$ cat config.mk
export PLATFORM = sky130hd
export DESIGN_NAME = kernel_out_monitor
export DESIGN_NICKNAME = d
export VERILOG_FILES = /design/src/rtl/kmon_pkg.sv /design/src/rtl/kmon_misr.sv /design/src/rtl/kernel_out_monitor.sv
export SDC_FILE = /design/constraint.sdc
export NUM_CORES = 1
export LEC_CHECK = 0
export ABC_AREA = 1
export BUFFER_PORTS_ARGS = -buffer_cell sky130_fd_sc_hd__buf_2
export CAP_MARGIN = 15
export CORE_ASPECT_RATIO = 1.2
export CORE_MARGIN = 2
export CORE_UTILIZATION = 49
export CTS_CLUSTER_SIZE = 14
export DETAILED_ROUTE_END_ITERATION = 10
export MAX_ROUTING_LAYER = met4
export PLACE_DENSITY = 0.79
export SLEW_MARGIN = 20
export SYNTH_ARGS = -nofsm -noshare
export SYNTH_HDL_FRONTEND = slang
export SYNTH_SLANG_ARGS = --single-unit
$ cat constraint.sdc
create_clock -name ap_clk -period 1.8 [get_ports ap_clk]
set_input_delay 0.27 -clock ap_clk [delete_from_list [all_inputs] [get_ports ap_clk]]
set_output_delay 0.27 -clock ap_clk [all_outputs]
set_load 0.03 [all_outputs]
$ cat src/rtl/kmon_pkg.sv
// Shared state encoding and report constants for the kernel output monitor.
package kmon_pkg;

    typedef enum logic [1:0] {
        ST_IDLE = 2'd0,
        ST_RUN  = 2'd1,
        ST_DUMP = 2'd2
    } state_t;

    localparam int          REPORT_NIBBLES    = 21;
    localparam logic [3:0]  SYNC_NIBBLE       = 4'hA;
    localparam logic [31:0] DEFAULT_MISR_POLY = 32'h04C11DB7;
    localparam logic [31:0] DEFAULT_MISR_SEED = 32'hFFFFFFFF;

endpackage

$ cat src/rtl/kmon_misr.sv
// Multiple-input signature register: folds one data word per update into a
// polynomial-feedback shift register. Exposes the post-update value.
module kmon_misr
    import kmon_pkg::*;
#(
    parameter int               WIDTH = 32,
    parameter logic [WIDTH-1:0] POLY  = DEFAULT_MISR_POLY,
    parameter logic [WIDTH-1:0] SEED  = DEFAULT_MISR_SEED
) (
    input  logic             i_clk,
    input  logic             i_rstN,
    input  logic             i_load,
    input  logic             i_update,
    input  logic [WIDTH-1:0] i_din,
    output logic [WIDTH-1:0] o_misrNext
);

    logic [WIDTH-1:0] r_misr;
    logic [WIDTH-1:0] w_next;

    // The next value is exported so the report can capture a word written
    // in the same cycle the run finishes.
    always_comb begin
        w_next = r_misr;
        if (i_update) begin
            w_next = {r_misr[WIDTH-2:0], 1'b0} ^ (r_misr[WIDTH-1] ? POLY : '0) ^ i_din;
        end
    end

    always_ff @(posedge i_clk) begin
        if (!i_rstN || i_load) begin
            r_misr <= SEED;
        end else begin
            r_misr <= w_next;
        end
    end

    assign o_misrNext = w_next;

endmodule

$ cat src/rtl/kernel_out_monitor.sv
// Consumes the kernel output stream, builds a per-run signature plus word and
// cycle counts, and serialises the result as a nibble report after ap_done.
module kernel_out_monitor
    import kmon_pkg::*;
#(
    parameter int                    DATA_WIDTH = 32,
    parameter int                    WCNT_WIDTH = 16,
    parameter int                    CCNT_WIDTH = 32,
    parameter logic [DATA_WIDTH-1:0] MISR_POLY  = DEFAULT_MISR_POLY,
    parameter logic [DATA_WIDTH-1:0] MISR_SEED  = DEFAULT_MISR_SEED
) (
    input  logic                  ap_clk,
    input  logic                  ap_rst_n,
    input  logic                  ap_start,
    input  logic                  ap_done,
    input  logic [DATA_WIDTH-1:0] out_din,
    input  logic                  out_write,
    output logic                  out_full_n,
    output logic [3:0]            data_out,
    output logic                  data_valid,
    output logic                  busy
);

    localparam int REPORT_BITS = DATA_WIDTH + WCNT_WIDTH + CCNT_WIDTH;
    localparam int NUM_NIBBLES = 1 + REPORT_BITS / 4;
    localparam int IDX_W       = $clog2(NUM_NIBBLES);

    state_t                  r_state;
    logic                    r_startPrev;
    logic                    r_startPend;
    logic [WCNT_WIDTH-1:0]   r_wcnt;
    logic [CCNT_WIDTH-1:0]   r_ccnt;
    logic [REPORT_BITS-1:0]  r_report;
    logic [IDX_W-1:0]        r_nibIdx;
    logic [3:0]              r_dataOut;
    logic                    r_dataValid;
    logic                    r_busy;
    logic                    r_fullN;

    logic                    w_startEdge;
    logic                    w_runEntry;
    logic                    w_misrUpdate;
    logic [DATA_WIDTH-1:0]   w_misrNext;
    logic [WCNT_WIDTH-1:0]   w_wcntNext;
    logic [CCNT_WIDTH-1:0]   w_ccntNext;

    assign w_startEdge  = ap_start & ~r_startPrev;
    assign w_runEntry   = (r_state == ST_IDLE) && (w_startEdge || r_startPend);
    assign w_misrUpdate = (r_state == ST_RUN) && out_write;

    // Counter next values include the current cycle so the ap_done cycle is reported.
    always_comb begin
        w_wcntNext = r_wcnt;
        if (w_misrUpdate && !(&r_wcnt)) begin
            w_wcntNext = r_wcnt + WCNT_WIDTH'(1);
        end
        w_ccntNext = r_ccnt;
        if (!(&r_ccnt)) begin
            w_ccntNext = r_ccnt + CCNT_WIDTH'(1);
        end
    end

    kmon_misr #(
        .WIDTH (DATA_WIDTH),
        .POLY  (MISR_POLY),
        .SEED  (MISR_SEED)
    ) u_misr (
        .i_clk      (ap_clk),
        .i_rstN     (ap_rst_n),
        .i_load     (w_runEntry),
        .i_update   (w_misrUpdate),
        .i_din      (out_din),
        .o_misrNext (w_misrNext)
    );

    always_ff @(posedge ap_clk) begin
        if (!ap_rst_n) begin
            r_state     <= ST_IDLE;
            r_startPrev <= 1'b0;
            r_startPend <= 1'b0;
            r_wcnt      <= '0;
            r_ccnt      <= '0;
            r_report    <= '0;
            r_nibIdx    <= '0;
            r_dataOut   <= 4'h0;
            r_dataValid <= 1'b0;
            r_busy      <= 1'b0;
            r_fullN     <= 1'b1;
        end else begin
            r_startPrev <= ap_start;
            case (r_state)
                ST_IDLE: begin
                    if (w_runEntry) begin
                        r_state     <= ST_RUN;
                        r_wcnt      <= '0;
                        r_ccnt      <= '0;
                        r_startPend <= 1'b0;
                        r_busy      <= 1'b1;
                    end
                end
                ST_RUN: begin
                    r_wcnt <= w_wcntNext;
                    r_ccnt <= w_ccntNext;
                    if (ap_done) begin
                        r_state     <= ST_DUMP;
                        r_report    <= {w_misrNext, w_wcntNext, w_ccntNext};
                        r_nibIdx    <= '0;
                        r_dataOut   <= SYNC_NIBBLE;
                        r_dataValid <= 1'b1;
                        r_fullN     <= 1'b0;
                    end
                end
                ST_DUMP: begin
                    if (w_startEdge) begin
                        r_startPend <= 1'b1;
                    end
                    // r_nibIdx tracks the nibble currently on the pins.
                    if (r_nibIdx == IDX_W'(NUM_NIBBLES - 1)) begin
                        r_state     <= ST_IDLE;
                        r_dataOut   <= 4'h0;
                        r_dataValid <= 1'b0;
                        r_busy      <= 1'b0;
                        r_fullN     <= 1'b1;
                    end else begin
                        r_dataOut <= r_report[REPORT_BITS-1 -: 4];
                        r_report  <= r_report << 4;
                        r_nibIdx  <= r_nibIdx + IDX_W'(1);
                    end
                end
                default: begin
                    r_state <= ST_IDLE;
                end
            endcase
        end
    end

    assign data_out   = r_dataOut;
    assign data_valid = r_dataValid;
    assign busy       = r_busy;
    assign out_full_n = r_fullN;

endmodule

==> out/summary.txt, run 1 <==
DRT
---------------------------------------------------------------------------------
Via-to-Cell Ratio                                                            5.33
Overall via count from detail_route                                          8977
DRC                                                                             0
Wire length per cell after detailed routing                               14.1 um
Detailed Routing Iterations Pass 1                                              5
DRT iter0 DRCs                                                                745
Wirelength, routed                                                        23.8 mm
Number of routed nets with antenna violations                                   0

FLOORPLAN
---------------------------------------------------------------------------------
Die area                                                               20200 um^2
DIE WIDTH                                                                  130 um
Die Height                                                                 155 um
Placement row count                                                            55
Count of boundary I/O pins                                                     44
Initial Util                                                                49.7%
Total core area                                                        18800 um^2

SETUP PATH
---------------------------------------------------------------------------------
Required time worst endpoint                                              2.16 ns
Peak fanout along the critical path                                            19
Critical path depth in cells                                                    9
Series of cell instances along the critical path                     inv_1, ha_1, nand4_1, nand2_1, nand2_2, inv_2, buf_4, a21oi_1, a21oi_1
Slowest cell delay on critical path                                       0.33 ns
Worst setup path category                                              reg -> reg
Cell family contributing the most delay on the critical path         buffers and inverters
Count of cells along the worst register-to-register path                        9
Crit start category                                                          flop
Data arrival time of the critical path                                    2.07 ns
Number of buffer and inverter stages on the critical path                       3
Cell mode on critical path                                                a21oi_1
Kind of end point of the critical path                                       flop
Cell with the largest stage delay on the worst path                       dfxtp_1

STA
---------------------------------------------------------------------------------
Final worst setup slack                                                 0.0924 ns
Post-route fraction of the period consumed by the critical path             94.9%
Minimum clock period                                                      1.71 ns
Total Negative Setup Slacks                                                  0 ns
Hold Vio Cnt, Final                                                             0
RSZ-0062 raised after global routing                                         true
Clock tree skew after final layout                                      0.0116 ns
Highest achievable clock rate                                             586 MHz
Worst slew pin tran                                                      0.483 ns
Slew Limit Fails                                                                0
Setup violations, final                                                         0
Worst-case headroom to the max-slew limit                                   67.8%

GLOBAL ROUTE
---------------------------------------------------------------------------------
Met1 GRT Util                                                               28.8%
Wire length of the first global-routing pass                              39.5 mm
Met3 Use GR                                                                 3.34%
Pin count of the biggest net entering global routing                          107
Met2 routing resource usage after global routing                            42.2%
Antenna violations before repair                                                0
Vias in the first global route                                               8573
Remaining global-route overflow                                                 0
Global-route total usage across every layer                                 24.8%
Most Used Layer, Global Route                                                met2

CLOCKING
---------------------------------------------------------------------------------
Register clock-pin slew on the reported worst setup and hold paths        0.07 ns
H-tree level count                                                              4
Library cell used as clock root buffer                                  clkbuf_16
Maximum clock insertion buffer count                                            2
Clock insertion delay at the later pin of the skew report                 0.44 ns
Clk sinks                                                                     176
CTS buffer count                                                               17
Clock tree from TritonCTS                                                    done
Total of hold buffers inserted after clock tree synthesis                       0

LAYOUT
---------------------------------------------------------------------------------
Total number of nets in the final design                                     1456
Share of post-route cells with drive strength above 1                       16.4%
Final cell count without fillers                                             1684
Finished Core Util                                                          57.1%
Layout overhead on the synthesized area                                     15.0%
Antenna Cells                                                                   0

PLACEMENT
---------------------------------------------------------------------------------
Detailed Place HPWL                                                       15.9 mm
Post-placement cell count                                                    1651
Global placement routability congestion                                     0.938
Count of input and output buffers                                              43
Worst setup slack after placement                                       0.0870 ns

SYNTH
---------------------------------------------------------------------------------
Yosys synthesis warning count                                                   0
Synthesized netlist cell count                                               1378
Net Count, Synth                                                             1419
Distinct cell type count of the synthesized netlist                            36
Sequential cell area fraction in the yosys report                           37.8%
Yosys top cell by area                                                    dfxtp_1
Post-synthesis instance area                                            9330 um^2
Mean cell area of the mapped netlist                                    6.77 um^2
Synth top area cells                                                 dfxtp_1, nand2_1, a21oi_1
Top-area cell type share of the netlist area                                37.8%
Flop and latch count out of synthesis                                         176

MIN PATH
---------------------------------------------------------------------------------
Worst hold path stage count                                                     3
Path class of the lowest-slack min-delay path                           in -> reg

PWR
---------------------------------------------------------------------------------
P_leak                                                                    4.58 nW
Maximum vdd drop                                                         0.629 mV
Total power density per cell area                                     877 nW/um^2

OUTCOME
---------------------------------------------------------------------------------
Outcome                                                                 completed

FLOW RUN
---------------------------------------------------------------------------------
Max capacitance violation total                                                 0

logic make-up (layout without fill, tap and decap cells):
kind of cell | after synthesis | count (layout) | synth area share (%)
buffers and inverters | 183 | 233 | 8.23
XOR/XNOR | 55 | 55 | 5.16
AO/OA/AOI/OAI | 299 | 299 | 17.2
adder cells (fa/ha/maj) | 4 | 4 | 0.536
flip-flops | 176 | 176 | 37.8
AND/OR/NAND/NOR | 661 | 661 | 31.1
cells in the final DEF, fill, tap and decap left out, types with 6 or more instances in the layout:
cell       instances
nand2_1          429
dfxtp_1          170
a21oi_1          143
inv_1            101
o21ai_0           92
nand3_1           80
nor2_1            68
buf_2             43
buf_4             37
xnor2_1           35
o21ai_1           33
nand3_2           23
a21oi_2           22
xor2_1            20
or2_2             19
clkbuf_16         17
nor2_4            10
buf_12            10
nand2_2            9
nor2_2             8
nand4_1            8
inv_2              7
dfxtp_2            6
final timing paths:
path,from,end,slack (ns)
worst min-delay path,ap_start,r_startPrev,0.02
worst max-delay path,r_nibIdx[1],r_report[33],0.09
worst min register to register,out_full_n,out_full_n,0.45
worst max register to register,r_nibIdx[1],r_report[33],0.09
worst min-delay path: stages:
cell,delay (ns)
buf_2,0.09
nand2_1,0.04
inv_1,0.04
flip-flops by register name, indices dropped and copies added (netlist names), 2 cells and up:
| register | flops |
|---|---|
| data_out | 4 |
| r_ccnt | 32 |
| r_nibIdx | 5 |
| r_report | 80 |
| r_state | 2 |
| r_wcnt | 16 |
| u_misr.r_misr | 32 |
cells in the mapped netlist:
cell and number:
o21bai_1 1, o31ai_1 1, a21o_1 1, buf_1 4, nor2_4 8, o22ai_1 2, nor3_1 3, o21ai_0 93
nor2_1 77, a21oi_1 143, xor2_1 20, inv_1 102, a21oi_2 22, clkbuf_1 35, or2_2 19, buf_6 5
a32o_1 1, nand2_1 430, dfxtp_1 176, nand4_1 8, nand3_1 80, nand3_2 23, nand2_2 8, buf_2 29
xnor2_1 35, o21ai_2 1, o21a_1 1, o21ai_1 32, inv_2 6, and3_1 1, buf_4 2, ha_1 4
nor2_2 1, nand2_4 2, nand3b_1 1, a211oi_2 1
what timing repair did:
action                                  in CTS  in global routing
buffers inserted                             0                  1
resized for setup                            0                 18
endpoints found under the setup margin       0                 69
report_power, final:
part / switching [W] / leakage, nW / internal [W]
Combinational: 0.000710 / 2.83 / 0.000388
Clock: 0.00161 / 0.316 / 0.00248
Sequential: 0.000116 / 1.43 / 0.00411
Total: 0.00244 / 4.58 / 0.00698
stage by stage:
step / hold WS, ns / instance area (um^2) / total power, W
after global placement: 0.445 / 10000 / 0.00536
final: 0.0244 / 10700 / 0.00942
after CTS: 0.0183 / 10700 / 0.00944
after floorplan: 0.363 / 9330 / 0.00503
after global routing: 0.0191 / 10700 / 0.00976
after detailed placement: 0.443 / 10000 / 0.00538
routing by layer:
| layer | share of wire, % | wire [um] | up-vias |
|---|---|---|---|
| met5 | 0 | 0 | - |
| met4 | 3.0 | 718 | 0 |
| met3 | 4.5 | 1070 | 60 |
| met2 | 50 | 11900 | 282 |
| met1 | 43 | 10100 | 4117 |
| li1 | - | - | 4518 |
area by class of cell:
type	instances	area (um^2)
fill	1727	8050
multi-input combinational	1019	5080
sequential	176	3530
timing repair buffer	93	743
clock buffer	21	480
inverter	108	405
tap	256	320
clock inverter	11	175
Power figures use the tool's default switching activity.
==> inputs of run 2 (changes only) <==
- CORE_MARGIN: 2 -> 4
==> run 2 against run 1 <==
Sequential share of layout area up 0.29 points. Routed wire length down 2.0%. Combinational power barely moved. Register-to-register slack got worse by 0.03 ns. Critical path type unchanged. Largest power group unchanged.
==> out/summary.txt, run 2 (same netlist as run 1, synthesis figures left out) <==
SETUP PATH
---------------------------------------------------------------------------------
Worst setup path category                                              reg -> reg
Kind of end point of the critical path                                       flop
Series of cell instances along the critical path                     nand2_1, nor2_1, nand2_1, nor2_4, nand2_4, buf_4, nand3_2, nand2_1, a21oi_1
Crit start category                                                          flop
Count of cells along the worst register-to-register path                        9
Cell mode on critical path                                                nand2_1
Required time worst endpoint                                              2.15 ns
Data arrival time of the critical path                                    2.08 ns
Slowest cell delay on critical path                                       0.36 ns
Peak fanout along the critical path                                            10
Cell with the largest stage delay on the worst path                       dfxtp_2

CLOCKING
---------------------------------------------------------------------------------
Clk sinks                                                                     176
Clock insertion delay at the later pin of the skew report                 0.44 ns
Clock tree from TritonCTS                                                    done
Library cell used as clock root buffer                                  clkbuf_16
H-tree level count                                                              4
CTS buffer count                                                               17
Total of hold buffers inserted after clock tree synthesis                       0
Maximum clock insertion buffer count                                            2
Register clock-pin slew on the reported worst setup and hold paths        0.07 ns

DRT
---------------------------------------------------------------------------------
DRT iter0 DRCs                                                                578
Overall via count from detail_route                                          8924
Wirelength, routed                                                        23.3 mm
DRC                                                                             0
Detailed Routing Iterations Pass 1                                              5
Number of routed nets with antenna violations                                   0
Via-to-Cell Ratio                                                            5.29
Wire length per cell after detailed routing                               13.8 um

LAYOUT
---------------------------------------------------------------------------------
Share of post-route cells with drive strength above 1                       16.3%
Multi-input gate area in the final layout                               5080 um^2
Register with the most flip-flops                                        r_report
Most frequent cells in the layout                                    nand2_1, dfxtp_1, a21oi_1
Registers with the highest flip-flop counts                          r_report x80, r_ccnt x32, u_misr.r_misr x32
Finished Core Util                                                          56.6%
Layout overhead on the synthesized area                                     14.0%
Final cell count without fillers                                             1688
Total number of nets in the final design                                     1460
Number of filler instances in the final layout                               1778
Register cell area after layout                                         3530 um^2
Commonest non-fill, non-tap cell in the layout                            nand2_1
Antenna Cells                                                                   0
Flip-flop count of the largest register after layout                           80

FLOORPLAN
---------------------------------------------------------------------------------
Total core area                                                        18800 um^2
Placement row count                                                            55
Count of boundary I/O pins                                                     44
Initial Util                                                                49.7%
Die Height                                                                 159 um
Die area                                                               21300 um^2
DIE WIDTH                                                                  134 um

STA
---------------------------------------------------------------------------------
Slew Limit Fails                                                                0
RSZ-0062 raised after global routing                                         true
Hold Vio Cnt, Final                                                             0
Post-route worst hold slack                                             0.0582 ns
Post-route fraction of the period consumed by the critical path             96.5%
Worst-case headroom to the max-slew limit                                   66.5%
Worst slew pin tran                                                      0.503 ns
Clock tree skew after final layout                                      0.0132 ns
Minimum clock period                                                      1.74 ns
Highest achievable clock rate                                             576 MHz
Setup violations, final                                                         0

PLACEMENT
---------------------------------------------------------------------------------
Count of input and output buffers                                              43
Detailed Place HPWL                                                       15.8 mm
Global placement routability congestion                                     0.923
Post-placement cell count                                                    1653

GLOBAL ROUTE
---------------------------------------------------------------------------------
Global-route total usage across every layer                                 22.1%
Remaining global-route overflow                                                 0
Wire length of the first global-routing pass                              38.5 mm
Vias in the first global route                                               8225
Pin count of the biggest net entering global routing                           55
Met1 GRT Util                                                               26.7%
Most Used Layer, Global Route                                                met2
Met3 Use GR                                                                 2.84%
Met2 routing resource usage after global routing                            37.1%
Antenna violations before repair                                                0

PWR
---------------------------------------------------------------------------------
P_leak                                                                    4.55 nW
Maximum vdd drop                                                         0.643 mV
Overall power consumption                                               0.00898 W
Total power density per cell area                                     844 nW/um^2

OUTCOME
---------------------------------------------------------------------------------
Outcome                                                                 completed

FLOW RUN
---------------------------------------------------------------------------------
Max capacitance violation total                                                 0

MIN PATH
---------------------------------------------------------------------------------
Path class of the lowest-slack min-delay path                           in -> reg
Worst hold path stage count                                                     3

## run 2: changes by cell type in the layout (fill, tap and decap cells not counted), sizes merged
cell      before  now
inv          110  118
bufinv         4    0
buf           93   97
clkbuf        21   19
clkinvlp       2    0
## run 2: timing repair
action / 4_1_cts / 5_1_grt
setup endpoints to repair: 0 / 83
setup buffers: 0 / 3
gates resized for setup: 0 / 21
## run 2: critical path, delay by kind of cell, from the launching register on
kind	cells	cell delay (ns)
buf+inv	1	0.20
flops	1	0.36
compound gates	1	0.17
simple gates	7	0.91
## run 2: metrics by stage
stage          area, um^2  TNS, ns  setup WS (ns)
2_1_floorplan        9330        0         0.0528
3_3_place_gp         9980        0          0.113
3_5_place_dp         9980        0         0.0592
4_1_cts             10600        0         0.0105
5_1_grt             10600   -0.146        -0.0405
6_report            10600        0         0.0633
## run 2: area by class of cell
type / count / area share [%]
multi-input cells: 1019 / 47.7
flip-flops and latches: 176 / 33.2
repair buffers: 97 / 6.76
clock buffers: 19 / 4.26
inverters: 108 / 3.81
well taps: 256 / 3.01
clock inverters: 13 / 1.26
## run 2: where the power goes
| group | switching (W) | total (W) | leakage [nW] | internal (W) |
|---|---|---|---|---|
| Sequential | 0.000119 | 0.00423 | 1.43 | 0.00411 |
| Combinational | 0.000693 | 0.00107 | 2.82 | 0.000377 |
| Clock | 0.00175 | 0.00368 | 0.292 | 0.00193 |
| Total | 0.00257 | 0.00898 | 4.55 | 0.00641 |
## run 2: metal layers
layer | part of all wire (%) | wire length, um
met1 | 43 | 10100
met2 | 49 | 11500
met3 | 3.9 | 919
met4 | 3.4 | 785
met5 | 0 | 0
## run 2: path summary, 6_finish.rpt
kind / start / end / slack [ns]
worst max-delay path: r_ccnt[19] / r_report[27] / 0.06
worst min-delay path: ap_start / r_startPrev / 0.06
worst min register to register: data_valid / data_valid / 0.46
worst max register to register: r_ccnt[19] / r_report[27] / 0.06
==> inputs of run 3 (changes only) <==
- CELL_PAD_IN_SITES_DETAIL_PLACEMENT: default -> 1
- CELL_PAD_IN_SITES_GLOBAL_PLACEMENT: default -> 2
- CORE_UTILIZATION: 49 -> 32
- PLACE_DENSITY: 0.79 -> 0.88
==> run 3 against run 2 <==
Worst setup slack improved by 0.024 ns. Fmax increased by 1.4%. Via count rose by 2.0%. Clock-buffer cell count decreased by 2. Final cell count increased by 8.4%. Sequential share of layout area shrank 1.3 points. Clock skew is 0.0069 ns higher. Sequential power about the same. First-iteration DRC count fell by 5.9%. Critical path type unchanged.
==> out/summary.txt, run 3 (same netlist as run 1, synthesis figures left out) <==
SETUP PATH
---------------------------------------------------------------------------------
Peak fanout along the critical path                                             8
Cell with the largest stage delay on the worst path                       dfxtp_1
Required time worst endpoint                                              2.18 ns
Crit start category                                                          flop
Data arrival time of the critical path                                    2.09 ns
Series of cell instances along the critical path                     ha_2, inv_1, nor2_2, nand2_2, nor2_2, nor2_4, buf_4, buf_4, nand2_1, nand3_1, a21oi_1
Worst setup path category                                              reg -> reg
Kind of end point of the critical path                                       flop
Slowest cell delay on critical path                                       0.34 ns

DRT
---------------------------------------------------------------------------------
Overall via count from detail_route                                          9102
Wirelength, routed                                                        29.0 mm
Wire length per cell after detailed routing                               15.8 um
DRC                                                                             0
Number of routed nets with antenna violations                                   0
DRT iter0 DRCs                                                                544
Detailed Routing Iterations Pass 1                                              5
Via-to-Cell Ratio                                                            4.98

STA
---------------------------------------------------------------------------------
Final worst setup slack                                                 0.0876 ns
Post-route worst hold slack                                             0.0396 ns
Post-route fraction of the period consumed by the critical path             95.1%
Hold Vio Cnt, Final                                                             0
Minimum clock period                                                      1.71 ns
Worst-case headroom to the max-slew limit                                   71.6%
Total Negative Setup Slacks                                                  0 ns
Setup violations, final                                                         0
Slew Limit Fails                                                                0
Clock tree skew after final layout                                      0.0202 ns
RSZ-0062 raised after global routing                                         true
Highest achievable clock rate                                             584 MHz
Worst slew pin tran                                                      0.425 ns

LAYOUT
---------------------------------------------------------------------------------
Finished Core Util                                                          38.6%
Most frequent cells in the layout                                    nand2_1, dfxtp_1, a21oi_1
Commonest non-fill, non-tap cell in the layout                            nand2_1
Layout overhead on the synthesized area                                     18.9%
Register with the most flip-flops                                        r_report
Share of post-route cells with drive strength above 1                       18.5%
Registers with the highest flip-flop counts                          r_report x80, r_ccnt x32, u_misr.r_misr x32
Total number of nets in the final design                                     1472
Antenna Cells                                                                   0
Flip-flop count of the largest register after layout                           80

FLOORPLAN
---------------------------------------------------------------------------------
Total core area                                                        28800 um^2
Placement row count                                                            68
Initial Util                                                                32.4%
Die area                                                               32000 um^2
DIE WIDTH                                                                  164 um
Die Height                                                                 195 um
Count of boundary I/O pins                                                     44

PLACEMENT
---------------------------------------------------------------------------------
Worst setup slack after placement                                       0.0423 ns
Count of input and output buffers                                              43
Detailed Place HPWL                                                       19.6 mm
Global placement routability congestion                                     0.861

GLOBAL ROUTE
---------------------------------------------------------------------------------
Most Used Layer, Global Route                                                met2
Antenna violations before repair                                                0
Pin count of the biggest net entering global routing                          107
Met2 routing resource usage after global routing                            33.5%
Met1 GRT Util                                                               21.6%
Remaining global-route overflow                                                 0
Met3 Use GR                                                                 1.98%
Global-route total usage across every layer                                 18.7%
Wire length of the first global-routing pass                              47.6 mm
Vias in the first global route                                               9498

CLOCKING
---------------------------------------------------------------------------------
Total of hold buffers inserted after clock tree synthesis                       0
Register clock-pin slew on the reported worst setup and hold paths        0.08 ns
Library cell used as clock root buffer                                  clkbuf_16
Clk sinks                                                                     176
Clock insertion delay at the later pin of the skew report                 0.45 ns
Maximum clock insertion buffer count                                            2
H-tree level count                                                              4
CTS buffer count                                                               17
Clock tree from TritonCTS                                                    done

OUTCOME
---------------------------------------------------------------------------------
Outcome                                                                 completed

PWR
---------------------------------------------------------------------------------
P_leak                                                                    4.67 nW
Total power density per cell area                                     841 nW/um^2
Maximum vdd drop                                                         0.459 mV

FLOW RUN
---------------------------------------------------------------------------------
Max capacitance violation total                                                 0

MIN PATH
---------------------------------------------------------------------------------
Path class of the lowest-slack min-delay path                           in -> reg

[run 3: cell types whose count changed in the layout (fill, tap and decap cells not counted), moves of 5 or more]
cell	delta
buf_12	+6
buf_4	+6
clkinv_8	+6
dfxtp_1	-6
dfxtp_2	+6
nor2_2	+6
nor2_1	-5
[run 3: cell type report]
cell class	instances	area, um^2
Clock buffer	17	425
Clock inverter	15	205
Fill cell	3697	17700
Inverter	108	410
Multi-Input combinational cell	1019	5120
Sequential cell	176	3540
Tap cell	385	482
Timing Repair Buffer	109	915
[run 3: final timing paths]
path | start | to | slack [ns] | cells after the start
worst max-delay path | r_wcnt[1] | r_wcnt[15] | 0.09 | 11
worst min-delay path | ap_start | r_startPrev | 0.04 | 3
worst max register to register | r_wcnt[1] | r_wcnt[15] | 0.09 | 11
worst min register to register | out_full_n | out_full_n | 0.45 | 2
[run 3: repair_timing]
item | CTS | global route
endpoints found under the setup margin | 1 | 102
gates resized for setup | 1 | 41
pin swaps | 0 | 2
buffers inserted | 0 | 4
cloned | 0 | 1
[run 3: per-stage QoR]
stage	area (um^2)	std cells	total power, W
after floorplan	9330	1378	0.00503
after global placement	10300	1792	0.00542
after detailed placement	10300	1792	0.00545
after CTS	10900	1824	0.00937
after global routing	11100	1829	0.00972
final	11100	1829	0.00933
[run 3: report_power, final]
group	leakage, nW	switching, W	internal, W
Combinational	2.94	0.000770	0.000409
Sequential	1.44	0.000120	0.00410
Clock	0.300	0.00200	0.00192
Total	4.67	0.00289	0.00644
[run 3: metal layers]
metal  vias up  wire, um
met2       109     14900
met1      4409     12700
met5         -         0
met4         0       682
li1       4544         -
met3        40       628
[run 3: worst max-delay path: cells and delay by family (launching register included)]
kind | cells | cell delay (ns)
buffers and inverters | 3 | 0.38
AND/OR/NAND/NOR | 6 | 0.63
flip-flops | 1 | 0.34
adder cells (fa/ha/maj) | 1 | 0.18
AO/OA/AOI/OAI | 1 | 0.13
